[src/rtl/and_reduce_pkg.sv]
// Shared constants and elaboration-time helpers for the pipelined reduction gate.
// Tree geometry: level k has level_nodes(k) nodes, and the outputs of all levels are packed into one vector.
package and_reduce_pkg;

    localparam logic [1:0] MODE_AND = 2'b00;
    localparam logic [1:0] MODE_OR  = 2'b01;
    localparam logic [1:0] MODE_INV = 2'b10;

    // Enough levels for WIDTH=256 at FANIN=2, with margin.
    localparam int MAX_LEVELS = 16;

    function automatic int num_stages(input int width, input int fanin);
        int n;
        int s;
        n = width;
        s = 0;
        for (int k = 0; k < MAX_LEVELS; k++) begin
            if (n > 1) begin
                n = (n + fanin - 1) / fanin;
                s++;
            end
        end
        return (s < 1) ? 1 : s;
    endfunction

    // Node count of level k; level 0 reduces the WIDTH raw inputs.
    function automatic int level_nodes(input int width, input int fanin, input int k);
        int n;
        n = width;
        for (int j = 0; j < MAX_LEVELS; j++) begin
            if (j <= k) n = (n + fanin - 1) / fanin;
        end
        return n;
    endfunction

    // Bit offset of level k's outputs inside the packed tree vector.
    function automatic int level_offset(input int width, input int fanin, input int k);
        int off;
        off = 0;
        for (int j = 0; j < MAX_LEVELS; j++) begin
            if (j < k) off += level_nodes(width, fanin, j);
        end
        return off;
    endfunction

    // Value that leaves the reduction unchanged: 1 for AND, 0 for OR.
    function automatic logic identity(input logic [1:0] mode);
        return ((mode & MODE_OR) == 2'b00);
    endfunction

endpackage

[src/rtl/and_reduce_pipe_reduce_level.sv]
// One registered level of the reduction tree: N_OUT nodes of FANIN inputs each.
// The last level also applies the output inversion and resets to the block's INIT value.
module reduce_level
    import and_reduce_pkg::*;
#(
    parameter int   N_IN    = 16,
    parameter int   N_OUT   = 4,
    parameter int   FANIN   = 4,
    parameter bit   LAST    = 1'b0,
    parameter logic RST_VAL = 1'b0
) (
    input  logic             C,
    input  logic             CLR_N,
    input  logic             CE,
    input  logic [N_IN-1:0]  d_i,
    input  logic [1:0]       mode_i,
    output logic [N_OUT-1:0] q_o
);

    logic [N_OUT-1:0] red;
    logic [N_OUT-1:0] q_d;
    logic [N_OUT-1:0] q_q;
    logic             inv;

    for (genvar n = 0; n < N_OUT; n++) begin : g_node
        logic [FANIN-1:0] leaf;
        for (genvar j = 0; j < FANIN; j++) begin : g_leaf
            if (n * FANIN + j < N_IN) begin : g_use
                assign leaf[j] = d_i[n*FANIN+j];
            end else begin : g_pad
                assign leaf[j] = identity(mode_i);
            end
        end
        assign red[n] = mode_i[0] ? (|leaf) : (&leaf);
    end

    assign inv = LAST && ((mode_i & MODE_INV) != 2'b00);
    assign q_d = red ^ {N_OUT{inv}};

    always_ff @(posedge C or negedge CLR_N) begin
        if (!CLR_N) begin
            q_q <= {N_OUT{RST_VAL}};
        end else if (CE) begin
            q_q <= q_d;
        end
    end

    assign q_o = q_q;

endmodule

[src/rtl/and_reduce_pipe.sv]
// Pipelined WIDTH-input AND/OR/NAND/NOR reduction, one register per FANIN-ary tree level.
// Optional per-bit MASK port when AND_REDUCE_PIPE_MASK_EN is defined.
module and_reduce_pipe
    import and_reduce_pkg::*;
#(
    parameter int   WIDTH = 16,
    parameter int   FANIN = 4,
    parameter logic INIT  = 1'b0
) (
    input  logic             C,
    input  logic             CLR_N,
    input  logic             CE,
    input  logic             VALID_IN,
    input  logic [1:0]       MODE,
    input  logic [WIDTH-1:0] I,
`ifdef AND_REDUCE_PIPE_MASK_EN
    input  logic [WIDTH-1:0] MASK,
`endif
    output logic             VALID_OUT,
    output logic             O
);

    localparam int STAGES = num_stages(WIDTH, FANIN);
    localparam int TREE_W = level_offset(WIDTH, FANIN, STAGES);

    logic [WIDTH-1:0]            lvl0;
    logic [TREE_W-1:0]           tree;
    logic [STAGES-1:0][1:0]      mode_pipe;
    logic [STAGES:1]             vld_pipe;

`ifdef AND_REDUCE_PIPE_MASK_EN
    // Masked bits become the identity of this sample's mode, so they never decide the result.
    for (genvar b = 0; b < WIDTH; b++) begin : g_mask
        assign lvl0[b] = MASK[b] ? identity(MODE) : I[b];
    end
`else
    assign lvl0 = I;
`endif

    // Each level reduces under the mode of the sample it is currently holding.
    assign mode_pipe[0] = MODE;
    if (STAGES > 1) begin : g_mode
        logic [STAGES-1:1][1:0] mode_q;
        always_ff @(posedge C or negedge CLR_N) begin
            if (!CLR_N) begin
                mode_q <= '0;
            end else if (CE) begin
                mode_q[1] <= MODE;
                for (int k = 2; k < STAGES; k++) mode_q[k] <= mode_q[k-1];
            end
        end
        assign mode_pipe[STAGES-1:1] = mode_q;
    end

    always_ff @(posedge C or negedge CLR_N) begin
        if (!CLR_N) begin
            vld_pipe <= '0;
        end else if (CE) begin
            vld_pipe[1] <= VALID_IN;
            for (int k = 2; k <= STAGES; k++) vld_pipe[k] <= vld_pipe[k-1];
        end
    end

    for (genvar k = 0; k < STAGES; k++) begin : g_lvl
        localparam int NI    = (k == 0) ? WIDTH : level_nodes(WIDTH, FANIN, k - 1);
        localparam int NO    = level_nodes(WIDTH, FANIN, k);
        localparam int OFF_O = level_offset(WIDTH, FANIN, k);
        localparam int OFF_I = (k == 0) ? 0 : level_offset(WIDTH, FANIN, k - 1);

        logic [NI-1:0] din;
        if (k == 0) begin : g_first
            assign din = lvl0;
        end else begin : g_next
            assign din = tree[OFF_I +: NI];
        end

        reduce_level #(
            .N_IN   (NI),
            .N_OUT  (NO),
            .FANIN  (FANIN),
            .LAST   (k == STAGES - 1),
            .RST_VAL((k == STAGES - 1) ? INIT : 1'b0)
        ) u_lvl (
            .C      (C),
            .CLR_N  (CLR_N),
            .CE     (CE),
            .d_i    (din),
            .mode_i (mode_pipe[k]),
            .q_o    (tree[OFF_O +: NO])
        );
    end

    // The final level always has exactly one node, at the top of the packed tree.
    assign O         = tree[TREE_W-1];
    assign VALID_OUT = vld_pipe[STAGES];

endmodule

[config.mk]
export PLATFORM = sky130hd
export DESIGN_NAME = and_reduce_pipe
export DESIGN_NICKNAME = d
export VERILOG_FILES = /design/src/rtl/and_reduce_pkg.sv /design/src/rtl/and_reduce_pipe_reduce_level.sv /design/src/rtl/and_reduce_pipe.sv
export SDC_FILE = /design/constraint.sdc
export NUM_CORES = 1
export LEC_CHECK = 0
export CAP_MARGIN = 20
export CORE_AREA = 2 2 39 41
export DETAILED_ROUTE_END_ITERATION = 12
export DIE_AREA = 0 0 41 43
export GPL_TIMING_DRIVEN = 0
export PLACE_DENSITY_LB_ADDON = 0.12
export SLEW_MARGIN = 20
export SYNTH_ARGS = -nofsm -noshare
export SYNTH_HDL_FRONTEND = slang
export SYNTH_SLANG_ARGS = --single-unit
[constraint.sdc]
create_clock -name C -period 2.7 [get_ports C]
set_clock_uncertainty 0.1 [all_clocks]
set_input_delay 0.27 -clock C [delete_from_list [all_inputs] [get_ports C]]
set_output_delay 0.27 -clock C [all_outputs]
set_load 0.01 [all_outputs]
==> impl_metrics.env <==
export IMPL_slew_headroom_pct=73.7
export IMPL_wirelength_um=925
export IMPL_routed_via_count=429
export IMPL_drt_iter0_drc=2
export IMPL_final_util_pct=51.5
export IMPL_viasPerCell=5.05
export IMPL_setup_ws_ps=1210
export IMPL_syn_area_um2=447
export IMPL_ys_warn_count=0
export IMPL_clockBufferDepth=2
export IMPL_register_area_um2=225
export IMPL_hold_buffers=0
export IMPL_grt_overflow=0
export IMPL_die_h_um=43
export IMPL_synth_mux_area_share_pct=7.56
export IMPL_drv_cap=0
export IMPL_yosys_area_top_type="dfrtp_1"
export IMPL_wl_per_cell_um=10.9
export IMPL_postRouteAntennaNets=0
export IMPL_yosysSeqAreaShare_pct=50.4
export IMPL_synthAdderAreaFrac_pct=0
export IMPL_multi_input_area_um2=209
export IMPL_rsz0062_at_grt="no"
export IMPL_cts_tree="done"
export IMPL_synth_xor_area_share_pct=0
export IMPL_num_fill_cells=163
export IMPL_grt_first_pass_wirelength_um=1600
export IMPL_fin_setup_tns_ps=0
export IMPL_synth_area_leaders="dfrtp_1, mux2_2, o31ai_1, a31oi_1, and3_1"
export IMPL_stdcell_count=85
export IMPL_tightest_slew_ps=394
export IMPL_nNetsFinal=92
export IMPL_slowest_delay_ps=530
export IMPL_pre_cts_ws_ps=1160
export IMPL_crit_path_end_kind="output pin"
export IMPL_core_rowCount=14
export IMPL_max_freq_mhz=670
export IMPL_ir_drop_mv=0.163
export IMPL_routabilityCongestion=0.647
export IMPL_synth_seq_cells=9
export IMPL_post_dp_hpwl_um=765
export IMPL_worstSkewPairLatency_ps=250
export IMPL_power_leakage_nw=0.290
export IMPL_final_min_clock_period_ps=1490
export IMPL_yosys_area_top_type_share_pct=50.4
export IMPL_cts_buffers=3
export IMPL_synth_fp_nets=65
export IMPL_path_cells="clkdlybuf4s50_1"
export IMPL_coreArea_mm2=0.00138
export IMPL_critPathRequiredTime_ps=2330
export IMPL_path_clk_slew_ps=60
export IMPL_ios=24
export IMPL_crit_path_start_kind="flip-flop"
export IMPL_port_buffers=22
export IMPL_diodes=0
export IMPL_synth_cell_types=17
export IMPL_post_cts_buffers=0
export IMPL_drc=0
export IMPL_synth_top_family_by_area="compound AO/OA/AOI/OAI gates"
export IMPL_drive_gt1_share_pct=13.0
export IMPL_first_global_vias=422
export IMPL_clockRootBuffer="clkbuf_4"
export IMPL_start_util_pct=32.3
export IMPL_clkSinkCount=9
export IMPL_dp_cells=81
export IMPL_htree_num_levels=1
export IMPL_first_pass_iters=4
export IMPL_min_path_type="in2async"
export IMPL_grt_usage_pct=13.5
export IMPL_critPathTopFamily="buffers and inverters"
export IMPL_die_w_um=41
export IMPL_yosys_area_share_simple_pct=13.7
export IMPL_critPathArrivalTime_ps=1120
export IMPL_areaGrowthSynthToFinish_pct=59.7
export IMPL_status="complete, no violations"
export IMPL_slew_violations=0
export IMPL_postSynthCellCount=43
export IMPL_grt_max_degree=11
export IMPL_cts_resized=0
export IMPL_crit_type="reg2out"
export IMPL_die_area_mm2=0.00176
export IMPL_hold_viol_final=0
export IMPL_final_setup_viol_count=0
export IMPL_power_density_mw_per_mm2=478
export IMPL_slowest_stage="clkdlybuf4s50_1"
export IMPL_cp_buffers_inverters=1
export IMPL_finalCritPeriodShare_pct=55.3
export IMPL_synth_compound_area_share_pct=25.5
export IMPL_syn_area_per_cell_um2=10.4
export IMPL_path_max_fanout=2
export IMPL_antenna_found_initial=0
[worst paths after layout]
path                                        from                     to  cells after the start  slack (ps)
max reg2reg                g_lvl[0].u_lvl.q_o[1]     g_lvl[1].u_lvl.q_o                      3        1360
min in group C                           MODE[0]  g_lvl[0].u_lvl.q_o[2]                      3         310
max                                  vld_pipe[2]              VALID_OUT                      1        1210
min reg2reg                          vld_pipe[2]            vld_pipe[2]                      1         410
max in group asynchronous                  CLR_N  g_lvl[0].u_lvl.q_o[2]                      1        2020
min                                        CLR_N       g_mode.mode_q[1]                      1         200
[state kept, by name (all words and copies together) (netlist names)]
name / flops
g_lvl.u_lvl.q_o: 5
g_mode.mode_q: 2
vld_pipe: 2
[final cells by class]
type | count | area share, %
Buffer | 2 | 1.23
Clock buffer | 4 | 3.68
Inverter | 1 | 0.526
Multi-Input combinational cell | 31 | 29.3
Sequential cell | 9 | 31.6
Tap cell | 16 | 2.81
Timing Repair Buffer | 22 | 30.9
[stage by stage]
| step | hold slack [ps] | power [mW] | cell area (um2) |
|---|---|---|---|
| finish | 205 | 0.341 | 713 |
| global route | 229 | 0.365 | 713 |
| CTS | 207 | 0.349 | 713 |
| detailed placement | 396 | 0.244 | 687 |
| global placement | 389 | 0.241 | 687 |
| floorplan | -126 | 0.194 | 447 |
[Yosys cell counts]
cell,instances
dfrtp_1,9
o21ai_0,5
a31oi_1,4
and3_1,4
nor2_1,4
o31ai_1,4
mux2_2,3
a21o_2,1
a31o_1,1
buf_2,1
clkbuf_1,1
inv_1,1
nand2_1,1
nand3_1,1
nand4_1,1
nor2b_1,1
o41ai_2,1
[cells by family (layout without fill, tap and decap cells)]
| logic type | after synthesis | in the layout |
|---|---|---|
| flops | 9 | 9 |
| compound gates | 16 | 16 |
| mux | 3 | 3 |
| simple gates | 12 | 12 |
| buf+inv | 3 | 29 |
[layout by cell type, fill, tap and decap left out]
cell and count:
a21o_2 1, a31o_1 1, a31oi_1 4, and3_1 4
buf_2 1, clkbuf_1 2, clkbuf_4 3, clkdlybuf4s50_1 22
dfrtp_1 9, inv_1 1, mux2_2 3, nand2_1 1
nand3_1 1, nand4_1 1, nor2_1 4, nor2b_1 1
o21ai_0 5, o31ai_1 4, o41ai_2 1
[where the power goes]
part           switching, mW  internal (mW)
Clock                 0.0440         0.0568
Sequential            0.0105          0.150
Combinational         0.0271         0.0522
Total                 0.0817          0.259
[routing by layer]
metal  part of all wire (%)  GRT usage, %  wire [um]  vias up
li1                       -             -          -      215
met1                     41          14.4        380      194
met2                     51          21.9        475       20
met3                    7.6          2.62         70        0
met4                      0          10.0          0        0
met5                      0             0          0        -
Power figures use the tool's default switching activity.
